### config.mk
export PLATFORM = sky130hd
export DESIGN_NAME = sub_result_stage
export DESIGN_NICKNAME = d
export VERILOG_FILES = /design/src/rtl/sub_pkg.sv /design/src/rtl/sub_flags_calc.sv /design/src/rtl/sub_result_stage.sv
export SDC_FILE = /design/constraint.sdc
export NUM_CORES = 1
export LEC_CHECK = 0
export BUFFER_PORTS_ARGS = -buffer_cell sky130_fd_sc_hd__buf_2
export CAP_MARGIN = 20
export CORE_MARGIN = 2
export CORE_UTILIZATION = 40
export DETAILED_ROUTE_END_ITERATION = 10
export GPL_TIMING_DRIVEN = 1
export PLACE_DENSITY = 0.63
export SKIP_LAST_GASP = 1
export SLEW_MARGIN = 0
export SYNTH_ARGS = -nofsm -noshare
export SYNTH_HDL_FRONTEND = slang
export SYNTH_SLANG_ARGS = --single-unit
### constraint.sdc
create_clock -name clk -period 6.3 [get_ports clk]
set_input_delay 1.26 -clock clk [delete_from_list [all_inputs] [get_ports clk]]
set_output_delay 1.26 -clock clk [all_outputs]
set_load 0.02 [all_outputs]
### src/rtl/sub_pkg.sv
// sub_pkg: shared data width, flag layout and FIFO entry type for the subtract result stage.
package sub_pkg;
  localparam int DATA_W = 32;
  localparam int FZ = 3;
  localparam int FN = 2;
  localparam int FC = 1;
  localparam int FV = 0;
  typedef struct packed {
    logic z;
    logic n;
    logic c;
    logic v;
  } flags_t;
  typedef struct packed {
    logic [DATA_W-1:0] sub;
    flags_t            flags;
  } entry_t;
endpackage

### src/rtl/sub_flags_calc.sv
// sub_flags_calc: combinational Z/N/C/V flags for a subtraction x - y = sub.
module sub_flags_calc
  import sub_pkg::*;
(
  input  logic [DATA_W-1:0] x,
  input  logic [DATA_W-1:0] y,
  input  logic [DATA_W-1:0] sub,
  output flags_t            flags
);
  always_comb begin
    flags = '0;
    flags[FZ] = ~|sub;
    flags[FN] = sub[DATA_W-1];
    flags[FC] = x < y;
    flags[FV] = (x[DATA_W-1] != y[DATA_W-1]) && (sub[DATA_W-1] != x[DATA_W-1]);
  end
endmodule

### src/rtl/sub_result_stage.sv
// sub_result_stage: FIFO of subtractor results with flags captured at push.
// Optional SUB_STATS_EN adds pop and borrow-pop counters.
module sub_result_stage
  import sub_pkg::*;
#(
  parameter int DEPTH = 4
) (
  input  logic                     clk,
  input  logic                     rst,
  input  logic                     in_valid,
  output logic                     in_ready,
  input  logic [DATA_W-1:0]        in_x,
  input  logic [DATA_W-1:0]        in_y,
  input  logic [DATA_W-1:0]        in_sub,
  output logic                     out_valid,
  input  logic                     out_ready,
  output logic [DATA_W-1:0]        out_sub,
  output logic [3:0]               out_flags,
  output logic [$clog2(DEPTH):0]   level
`ifdef SUB_STATS_EN
  ,
  output logic [31:0]              stat_total,
  output logic [31:0]              stat_borrow
`endif
);
  localparam int AW = $clog2(DEPTH);
  localparam logic [AW:0] FULL_LVL = (AW+1)'(DEPTH);
  entry_t         mem [DEPTH];
  entry_t         head;
  flags_t         flags;
  logic [AW-1:0]  wr;
  logic [AW-1:0]  rd;
  logic           push;
  logic           pop;
  sub_flags_calc u_calc (
    .x    (in_x),
    .y    (in_y),
    .sub  (in_sub),
    .flags(flags)
  );
  assign in_ready  = level != FULL_LVL;
  assign out_valid = |level;
  assign push      = in_valid && in_ready;
  assign pop       = out_valid && out_ready;
  assign head      = mem[rd];
  // Gate the unreset storage so outputs read zero while empty.
  assign out_sub   = out_valid ? head.sub : '0;
  assign out_flags = out_valid ? head.flags : '0;
  always_ff @(posedge clk)
    if (push) mem[wr] <= '{sub: in_sub, flags: flags};
  always_ff @(posedge clk) begin
    if (rst) begin
      wr    <= '0;
      rd    <= '0;
      level <= '0;
    end else begin
      if (push) wr <= wr + AW'(1);
      if (pop) rd <= rd + AW'(1);
      level <= level + (AW+1)'(push) - (AW+1)'(pop);
    end
  end
`ifdef SUB_STATS_EN
  always_ff @(posedge clk) begin
    if (rst) begin
      stat_total  <= '0;
      stat_borrow <= '0;
    end else if (pop) begin
      stat_total  <= stat_total + 32'd1;
      if (head.flags[FC]) stat_borrow <= stat_borrow + 32'd1;
    end
  end
`endif
endmodule

# Yosys cells after proc, flatten, opt, wreduce, memory -nomap -nowiden
# Memory sizes are Yosys's and may differ from the RTL's. A register that Yosys moved wholly into a read port is not among the register bits.
# Index checks and enable logic that the tools add are counted.
[totals]
reg_bits = 7
mem_bits_rw = 144
in_bits = 100
word_cells = 24
n_memories = 1
[memory_table]
columns = ["name", "depth", "word_bits", "read_ports", "rd_ports_with_merged_regs", "wr", "line_no", "text"]
rows = [
  ["mem", 4, 36, 1, 1, 1, "sub_result_stage.sv:28", "entry_t mem [DEPTH];"],
]
[classes]
addsub = 4
order_cmp = 1
eq_ne = 3
muxes = 6
n_reduce_logical = 6
[op_table]
columns = ["cell", "n"]
rows = [
  ["$lt 32x32->1", 1],
  ["$mux 32", 1],
  ["$reduce_or 32->1", 1],
  ["$add 2x1->2 const B", 2],
  ["$mux 2", 2],
  ["$mux 4", 1],
  ["$add 3x1->3", 1],
  ["$logic_and 1x1->1", 3],
  ["$ne 3x3->1 const B", 1],
  ["$reduce_or 3->1", 1],
  ["$sub 3x1->3", 1],
  ["$mux 1", 2],
  ["$ne 1x1->1", 2],
  ["$logic_not 1->1", 1],
]

# Depth between registers and ports, before layout
# Gate-level depths: netlist of run 1.
[logic_depth]
word_depth = 4
ltp_mapped = 11
mapped_depth_nobuf = 11

# Cells and area by module
# A second synthesis of run 1 with hierarchy kept.
[hier_totals]
hier_cells = 403
area_unflattened_um2 = 6846.6
[by_module_without_submodules]
columns = ["mod", "n_inst", "cells_per_inst", "area_per_inst_um2", "seq_area_each_um2"]
rows = [
  ["sub_result_stage", 1, 280, 5960.7, 4504.3],
  ["sub_flags_calc", 1, 123, 885.8, 0.0],
]

# Worst setup path before layout of run 1
# OpenSTA, ideal clock, no wires.
[synth_path]
kind = "reg-to-output"
start = "reg level[1]"
end = "out out_sub[31]"
arrival_time_ns = 1.604
required_ns = 5.040
slack_ns = 3.436
stages_incl_launch_ff = 6
path_buffers = 3
cell_sequence = "dfxtp_1 -> or3_1 -> buf_6 -> dlymetal6s2s_1 -> and2_1 -> buf_4"
[synth_via]
elab_chain_len = 2
[synth_rtl]
columns = ["item", "line_no", "text"]
rows = [
  ["from (decl)", "sub_result_stage.sv:19", "output logic [$clog2(DEPTH):0] level"],
  ["from (signal assigned)", "sub_result_stage.sv:59", "level <= level + (AW+1)'(push) - (AW+1)'(pop);"],
  ["$reduce_or 3->1", "sub_result_stage.sv:42", "assign out_valid = |level;"],
  ["net out_valid", "sub_result_stage.sv:15", "output logic out_valid,"],
  ["$mux 32", "sub_result_stage.sv:47", "assign out_sub = out_valid ? head.sub : '0;"],
  ["to (decl)", "sub_result_stage.sv:17", "output logic [DATA_W-1:0] out_sub,"],
]
# The timed path passes the listed nets, and every way through them passes these cells.

==> results.json, run 1 <==
{
  "status": "finished, final reports clean",
  "final_layout_size_suffix_gt1_share_pct": 38.4,
  "dr.pass1.iters": 4,
  "maxCapViolations": 0,
  "htree_num_levels": 4,
  "met2WireLength_mm": 6.69,
  "reg2reg_slack_ns": 3.71,
  "combPwrFrac_pct": 29.7,
  "io_buffers": 140,
  "worstSetupStartpointType": "flip-flop",
  "placed_area_um2": 7500,
  "grt_pass1_wl_mm": 21.1,
  "dp.cells": 740,
  "design_area_um2": 8030,
  "drcViolationCount": 0,
  "seq_area_frac_synth_pct": 66.2,
  "r2r.worst_path.cells": 10,
  "cts_setup_buffers": 0,
  "core_um2": 16400,
  "total_power_uw": 3080,
  "vias_per_cell": 4.99,
  "crit_path_max_fanout": 30,
  "p_leak_uw": 0.00313,
  "rows": 47,
  "drt_wl_total_mm": 13.4,
  "fp.dieH_um": 133,
  "internal_power_uw": 2150,
  "synthArstFlopShare_pct": 0,
  "synth_most_common_cell": "edfxtp_1",
  "route.met3.wl_um": 816,
  "setup_violations": 0,
  "seqPwrFrac_pct": 41.3,
  "p_sw_uw": 929,
  "antenna_found_initial": 0,
  "io_pins": 141,
  "grt_usage_pct": 15.8,
  "yosysTopAreaCell": "edfxtp_1",
  "grt_max_degree": 38,
  "ctsRootBufferMaster": "clkbuf_16",
  "syn_nets": 529,
  "cp.arrival_ns": 2.36,
  "die_area_um2": 17600,
  "ant_nets": 0,
  "critPathKind": "flip-flop to output pin",
  "finalSetupTns_ns": 0,
  "drt-met1-wl_mm": 5.82,
  "fin_crit_sh_pct": 57.5,
  "vdd_ir_drop_max_mv": 0.173,
  "ys_top_cells_by_count": "edfxtp_1, ha_1, and2_1, inv_1, mux4_2",
  "skew_ns": 0.0105,
  "synthDominantCellAreaShare_pct": 63.5,
  "p_sw_share_pct": 30.2,
  "grt_setup_unrepaired": "no",
  "slew_viol_final": 0,
  "p_clk_share_pct": 29.0,
  "ys.flop_type": "edfxtp_1",
  "diodes": 0,
  "timing.fmax_mhz": 276,
  "max_slew.worst_pin.slew_ns": 1.01,
  "area_delta_synth_final_pct": 21.2,
  "avgRoutedWirePerCell_um": 17.4,
  "vias": 3840,
  "hold_path_depth": 2,
  "cts_resized": 0,
  "yosysWarnings": 0,
  "r2r_start": "level[1]",
  "power_density_nw_per_um2": 383,
  "hp-class": "flip-flop to flip-flop",
  "grt_pass1_vias": 4036,
  "synth_area_leaders": "edfxtp_1, mux4_2, ha_1, and2_1, dfxtp_1",
  "yosysUniqueCellTypes": 36,
  "syn_inst": 391,
  "dp_hpwl_mm": 8.90,
  "hold_buffers": 0,
  "cts_tree": "done",
  "relSlewSlack_pct": 32.4,
  "grt_overflow": 0,
  "multi_input_area_um2": 1990,
  "hold_path.startpoint": "wr[1]",
  "required_ns": 5.04,
  "min_period_ns": 3.62,
  "hold_ws_ns": 0.495,
  "clkSinkCount": 149,
  "crit_path_end_kind": "output pin",
  "top_layer": "met4",
  "clk_latency_ns": 0.40,
  "start_util_pct": 40.4,
  "synth_edf_count": 140,
  "die_width_um": 133,
  "gp_congestion": 0.827,
  "fillers": 1385,
  "min_to": "wr[1]",
  "drt_iter0_drc": 238,
  "clkTransAtPathRegs_ns": 0.06,
  "seqCellArea_um2": 4390,
  "syn_avg_cell_area_um2": 16.9,
  "cts_made_buffers": 17,
  "clockBufferDepth": 2,
  "final_cells": 770,
  "hold_viol": 0,
  "synth_area_um2": 6630,
  "finalNetCount": 677,
  "timing.rr.end": "level[2]",
  "synth-seq-cells": 149
}
-- layout make-up --
type / instances / area share, %
multi-input cells: 192 / 24.8
inverters: 37 / 1.73
repair buffers: 142 / 8.92
clock buffers: 21 / 5.49
well taps: 220 / 3.43
clock inverters: 9 / 1.04
flip-flops and latches: 149 / 54.6
-- cells by family after synthesis --
group | synth area share (%)
DFF | 66.2
AOI/OAI and AO/OA | 2.47
adders and majority gates | 7.29
xor gates and xnor gates | 0.793
and+or+nand+nor | 7.46
buffers and inverters | 3.91
muxes | 11.9
-- registers in the layout, indices dropped and copies added (netlist names), named ones only --
signal / flops
wr: 2
level: 3
mem: 140
rd: 2
-- power by group through the flow --
stage               Clock [µW]  Combinational [µW]  Sequential [µW]
detailed placement           0                 935             1290
floorplan                    0                 693             1260
global route               957                 992             1280
finish                     891                 914             1270
global placement             0                 922             1290
CTS                        909                 936             1270
-- cell usage in the layout (no fill, tap or decap), types with 2 or more instances in the layout --
cell type and n:
nor4_1 8, dfxtp_2 2, nand2b_1 2, and3_2 4
nor2b_1 2, a221oi_1 3, mux4_2 35, o211ai_1 2
nand4_1 3, xnor2_1 5, o21ai_0 4, buf_2 140
nor2_1 11, clkinv_4 4, clkbuf_1 4, nand2_1 12
a21oi_1 9, a21o_1 3, inv_1 36, dfxtp_1 7
a211oi_1 3, clkbuf_16 17, clkinv_2 3, edfxtp_1 140
buf_4 2, ha_1 37, and4_1 3, and2_1 36
-- critical path: stages, from the launching register on --
cell and delay (ns):
dfxtp_2 0.43, buf_4 0.56, mux4_2 0.59, and2_1 0.20, buf_2 0.16
-- worst max path at each step --
stage                    from            to  slack [ns]  depth (start not counted)
finish              flip-flop    out_sub[4]        2.68                          4
detailed placement  flip-flop    out_sub[4]        3.04                          4
floorplan            level[1]   out_sub[31]        3.44                          5
CTS                 flip-flop    out_sub[4]        2.60                          4
global placement    flip-flop  out_flags[3]        3.07                          4
global route        flip-flop    out_sub[4]        2.50                          4
-- metrics by stage --
step | utilization, % | worst slack, ns
final | 48.9 | 2.68
after global routing | 48.9 | 2.50
after CTS | 48.9 | 2.60
after detailed placement | 45.7 | 3.04
after global placement | 45.7 | 3.07
after floorplan | - | 3.44
-- layer usage --
metal / track usage [%] / vias up
li1: - / 1795
met5: 0 / -
met2: 26.7 / 129
met4: 4.90 / 0
met3: 5.06 / 6
met1: 19.5 / 1910
No activity file was read; power rests on OpenSTA's default activity.
==> inputs of run 2 (changes only) <==
--- a/config.mk
+++ b/config.mk
@@ -11,7 +11,7 @@
 export CORE_UTILIZATION = 40
 export DETAILED_ROUTE_END_ITERATION = 10
 export GPL_TIMING_DRIVEN = 1
-export PLACE_DENSITY = 0.63
+export PLACE_DENSITY = 0.65
 export SKIP_LAST_GASP = 1
 export SLEW_MARGIN = 0
 export SYNTH_ARGS = -nofsm -noshare
==> constraint.sdc (replaced) <==
create_clock -name clk -period 3.3 [get_ports clk]
set_input_delay 0.66 -clock clk [delete_from_list [all_inputs] [get_ports clk]]
set_output_delay 0.66 -clock clk [all_outputs]
set_load 0.02 [all_outputs]
==> run 2 against run 1 <==
Global-route usage shrank 0.19 points. First-iteration DRC count shrank 3.8%. Clock power grew 100%. Sequential cell count is the same. Largest cell class unchanged. Largest power group unchanged.
==> results.json, run 2 (synthesis gave the netlist of run 1 again) <==
{
  "status": "finished, final reports clean",
  "grt_max_degree": 37,
  "crit_path_end_kind": "output pin",
  "critPathKind": "flip-flop to output pin",
  "maxCapViolations": 0,
  "drcViolationCount": 0,
  "fp.dieH_um": 133,
  "power_density_nw_per_um2": 741,
  "cts_made_buffers": 17,
  "grt_setup_unrepaired": "no",
  "cts_setup_buffers": 0,
  "min_period_ns": 2.82,
  "die_area_um2": 17600,
  "finalNetCount": 680,
  "grt_overflow": 0,
  "clkSinkCount": 149,
  "hold_buffers": 0,
  "max_slew.worst_pin.slew_ns": 0.974,
  "gp_congestion": 0.791,
  "avgRoutedWirePerCell_um": 17.0,
  "final_core_util_pct": 49.4,
  "reg2reg_slack_ns": 0.99,
  "required_ns": 2.64,
  "grt_usage_pct": 15.6,
  "diodes": 0,
  "slew_viol_final": 0,
  "rows": 47,
  "dp_hpwl_mm": 9.08,
  "ant_nets": 0,
  "ctsRootBufferMaster": "clkbuf_16",
  "io_pins": 141,
  "cts_tree": "done",
  "layout_common_cells": "buf_2, edfxtp_1, ha_1",
  "p_leak_uw": 0.00317,
  "dp.cells": 743,
  "clockBufferDepth": 2,
  "die_width_um": 133,
  "largestRegisters": "mem: 140 flops, level: 3 flops",
  "setup_violations": 0,
  "core_um2": 16400,
  "drt_wl_total_mm": 13.2,
  "multi_input_area_um2": 1990,
  "htree_num_levels": 4,
  "seqCellArea_um2": 4390,
  "design_area_um2": 8100,
  "grt_pass1_wl_mm": 21.2,
  "crit_path_max_fanout": 25,
  "io_buffers": 140,
  "hp-class": "primary input to flip-flop",
  "hold_ws_ns": 0.494,
  "dr.pass1.iters": 6,
  "hold_viol": 0,
  "cp.arrival_ns": 2.16,
  "grt_pass1_vias": 4107,
  "clkTransAtPathRegs_ns": 0.06,
  "start_util_pct": 40.4,
  "skew_ns": 0.00804,
  "vias": 3828,
  "drt_iter0_drc": 229,
  "vdd_ir_drop_max_mv": 0.302,
  "area_delta_synth_final_pct": 22.3,
  "finalSetupTns_ns": 0,
  "placed_area_um2": 7540,
  "cts_resized": 0,
  "vias_per_cell": 4.94,
  "timing.fmax_mhz": 355,
  "final_layout_size_suffix_gt1_share_pct": 39.1,
  "fin_crit_sh_pct": 85.4,
  "antenna_found_initial": 0,
  "fillers": 1386,
  "relSlewSlack_pct": 35.1,
  "final_cells": 775,
  "largest_reg_flops": 140,
  "clk_latency_ns": 0.40,
  "worstSetupStartpointType": "flip-flop",
  "regMostFlops": "mem"
}
## run 2: cell types whose count changed in the layout (fill, tap and decap cells not counted), sizes merged
cell	change
clkbuf	+1
bufinv	+1
buf	+3
clkinv	-3
inv	+1
clkinvlp	+2
## run 2: area by class of cell
cell class	count	share of cell area (%)
timing repair buffer	145	9.27
clock inverter	10	1.34
clock buffer	22	5.61
multi-input combinational	192	24.5
tap	220	3.40
inverter	37	1.71
sequential	149	54.1
## run 2: final timing paths
kind,start,endpoint,cells after the start
setup / recovery,flip-flop,out_sub[16],4
hold / removal,in_sub[11],mem[0][15],1
setup reg to reg,level[1],level[2],9
hold reg to reg,wr[1],wr[1],2
## run 2: critical path, cell delays in order, from the launching register on
cell and delay [ns]:
dfxtp_2 0.60, buf_12 0.30, mux4_2 0.52, and2_1 0.18, buf_2 0.16
## run 2: through the flow
step | worst slack [ns] | total power, µW
final | 0.481 | 6010
after global placement | 0.864 | 4230
after floorplan | 0.914 | 3730
after detailed placement | 0.847 | 4270
after global routing | 0.315 | 6300
after CTS | 0.415 | 6090
## run 2: power by group
group | leakage (µW) | internal (µW) | switching (µW)
Sequential | 0.00136 | 2310 | 107
Combinational | 0.00154 | 781 | 984
Clock | 0.000274 | 1130 | 693
Total | 0.00317 | 4220 | 1780
## run 2: layer usage
metal	up-vias	part of all wire (%)	global-route usage (%)
li1	1801	-	-
met1	1876	42	19.2
met2	136	50	26.8
met3	15	6.1	4.75
met4	0	1.8	4.66
met5	-	0	0
==> inputs of run 3 (changes only) <==
--- a/config.mk
+++ b/config.mk
@@ -5,13 +5,14 @@
 export SDC_FILE = /design/constraint.sdc
 export NUM_CORES = 1
 export LEC_CHECK = 0
+export ABC_AREA = 1
 export BUFFER_PORTS_ARGS = -buffer_cell sky130_fd_sc_hd__buf_2
 export CAP_MARGIN = 20
 export CORE_MARGIN = 2
-export CORE_UTILIZATION = 40
+export CORE_UTILIZATION = 49
 export DETAILED_ROUTE_END_ITERATION = 10
 export GPL_TIMING_DRIVEN = 1
-export PLACE_DENSITY = 0.65
+export PLACE_DENSITY = 0.77
 export SKIP_LAST_GASP = 1
 export SLEW_MARGIN = 0
 export SYNTH_ARGS = -nofsm -noshare
==> run 3 against run 2 <==
First-iteration DRC count grew 84%. Critical path type unchanged. Largest cell class unchanged. Via count up 29%. Count of clock-buffer cells in the layout decreased by 3. Sequential cell count did not move.
==> results.json, run 3 <==
{
  "status": "finished, final reports clean",
  "setup_violations": 0,
  "ant_nets": 0,
  "yosysTopAreaCell": "edfxtp_1",
  "synth_area_leaders": "edfxtp_1, nor2_1, ha_1, o21ai_0, a21oi_1",
  "combPwrFrac_pct": 29.3,
  "largestRegisters": "mem: 140 flops, level: 3 flops",
  "cp.arrival_ns": 2.28,
  "cts_resized": 0,
  "setup_ws_ns": 0.359,
  "ctsRootBufferMaster": "clkbuf_16",
  "placed_area_um2": 7610,
  "synth-simple-area-share_pct": 12.3,
  "fp.dieH_um": 121,
  "max_slew.worst_pin.slew_ns": 0.886,
  "synth_compound_area_share_pct": 10.1,
  "grt_pass1_wl_mm": 23.4,
  "slew_viol_final": 0,
  "hold_ws_ns": 0.458,
  "syn_avg_cell_area_um2": 11.0,
  "worstSetupStartpointType": "flip-flop",
  "drcViolationCount": 0,
  "io_buffers": 140,
  "gp_congestion": 0.835,
  "clkTransAtPathRegs_ns": 0.05,
  "core_um2": 13300,
  "finalNetCount": 888,
  "grt_usage_pct": 20.8,
  "synth_xor_area_share_pct": 0.391,
  "clockBufferDepth": 2,
  "seqPwrFrac_pct": 38.9,
  "cts_setup_buffers": 0,
  "drt_wl_total_mm": 14.9,
  "synth_top_family_by_area": "simple AND/OR/NAND/NOR gates",
  "hold_viol": 0,
  "power_density_nw_per_um2": 742,
  "synthDominantCellAreaShare_pct": 62.6,
  "synthArstFlopShare_pct": 0,
  "design_area_um2": 8200,
  "ys.flop_type": "edfxtp_1",
  "syn_nets": 747,
  "crit_path_max_fanout": 56,
  "yosysUniqueCellTypes": 26,
  "critPathKind": "flip-flop to output pin",
  "synth_area_um2": 6720,
  "drt_iter0_drc": 421,
  "vdd_ir_drop_max_mv": 0.397,
  "hp-class": "primary input to flip-flop",
  "rows": 42,
  "synth_most_common_cell": "nor2_1",
  "final_layout_size_suffix_gt1_share_pct": 24.0,
  "p_clk_share_pct": 31.7,
  "grt_max_degree": 58,
  "place_ws_ns": 0.802,
  "avgRoutedWirePerCell_um": 15.9,
  "relSlewSlack_pct": 41.0,
  "layout_commonest_cell": "nor2_1",
  "fin_crit_sh_pct": 89.1,
  "dp_hpwl_mm": 9.45,
  "synth_edf_count": 140,
  "cts_tree": "done",
  "largest_reg_flops": 140,
  "p_sw_uw": 2010,
  "crit_path_end_kind": "output pin",
  "regMostFlops": "mem",
  "hold_buffers": 0,
  "p_sw_share_pct": 33.0,
  "grt_pass1_vias": 4942,
  "area_delta_synth_final_pct": 22.1,
  "clkSinkCount": 149,
  "grt_setup_unrepaired": "no",
  "seq_area_frac_synth_pct": 65.3,
  "dr.pass1.iters": 4,
  "synthMuxAreaShare_pct": 0,
  "vias_per_cell": 5.27,
  "antenna_found_initial": 0,
  "die_width_um": 121,
  "synth_fa_ha_area_share_pct": 7.19,
  "synth-seq-cells": 149,
  "htree_num_levels": 4,
  "io_pins": 141,
  "maxCapViolations": 0,
  "syn_inst": 609,
  "layout_common_cells": "nor2_1, buf_2, edfxtp_1",
  "internal_power_uw": 4080,
  "min_period_ns": 2.94,
  "skew_ns": 0.00643,
  "timing.fmax_mhz": 340,
  "cts_made_buffers": 17,
  "ys_top_cells_by_count": "nor2_1, edfxtp_1, o21ai_0, a21oi_1, inv_1",
  "diodes": 0,
  "clk_latency_ns": 0.41,
  "vias": 4946,
  "required_ns": 2.64,
  "p_leak_uw": 0.00339,
  "finalSetupTns_ns": 0,
  "die_area_um2": 14700,
  "grt_overflow": 0,
  "start_util_pct": 50.5,
  "yosysWarnings": 0
}
## run 3: changes by cell type after synthesis, sizes merged, moves of 4 or more
cell    before  now
mux4        35    0
o21ai        5   77
a21oi        9   55
buf          9   16
inv         37   53
xnor2        5    1
clkbuf       1   10
and3         5    1
nor2        11  159
and2        37    0
nand2       13   29
## run 3: path summary, 6_finish.rpt
check	from	slack, ns	to	cells past startpoint
max	flip-flop	0.36	out_sub[14]	6
min	rst	0.46	level[0]	2
max reg2reg	level[1]	1.05	level[2]	9
min reg2reg	rd[1]	0.48	flip-flop	2
## run 3: final cells by class
| class | count | area [µm²] |
|---|---|---|
| timing repair buffer | 148 | 761 |
| tap | 176 | 220 |
| sequential | 149 | 4390 |
| fill | 1056 | 5090 |
| multi-input combinational | 381 | 2040 |
| clock inverter | 12 | 161 |
| clock buffer | 19 | 433 |
| inverter | 53 | 199 |
## run 3: cells by family after synthesis
kind of cell               count (synthesis)
and+or+nand+nor                          206
DFF                                      149
AOI/OAI and AO/OA                        134
buffers and inverters                     79
adders and majority gates                 38
xor gates and xnor gates                   3
## run 3: per-layer routing
layer	part of all wire [%]	GRT usage (%)
met1	40	24.1
met2	51	36.6
met3	7.7	5.83
met4	1.4	7.70
met5	0	0
## run 3: worst max-delay path, stage by stage (launching register included)
cell,delay [ns]
dfxtp_2,0.51
buf_4,0.54
nor2_1,0.12
nor2_1,0.11
o21ai_0,0.11
a21oi_1,0.23
buf_2,0.20
## run 3: metrics by stage
step / instances / total power, µW / util [%]
6_report: 938 / 6080 / 61.7
5_1_grt: 938 / 6380 / 61.7
4_1_cts: 938 / 6120 / 61.7
3_5_place_dp: 907 / 4190 / 57.2
3_3_place_gp: 907 / 4140 / 57.2
2_1_floorplan: 609 / 3580 / -
## run 3: power by group through the flow
stage / clock, µW / combinational [µW] / sequential, µW
after detailed placement: 0 / 1790 / 2410
after CTS: 1950 / 1800 / 2370
after global placement: 0 / 1740 / 2400
after floorplan: 0 / 1180 / 2400
after global routing: 2020 / 1960 / 2390
final: 1930 / 1780 / 2370
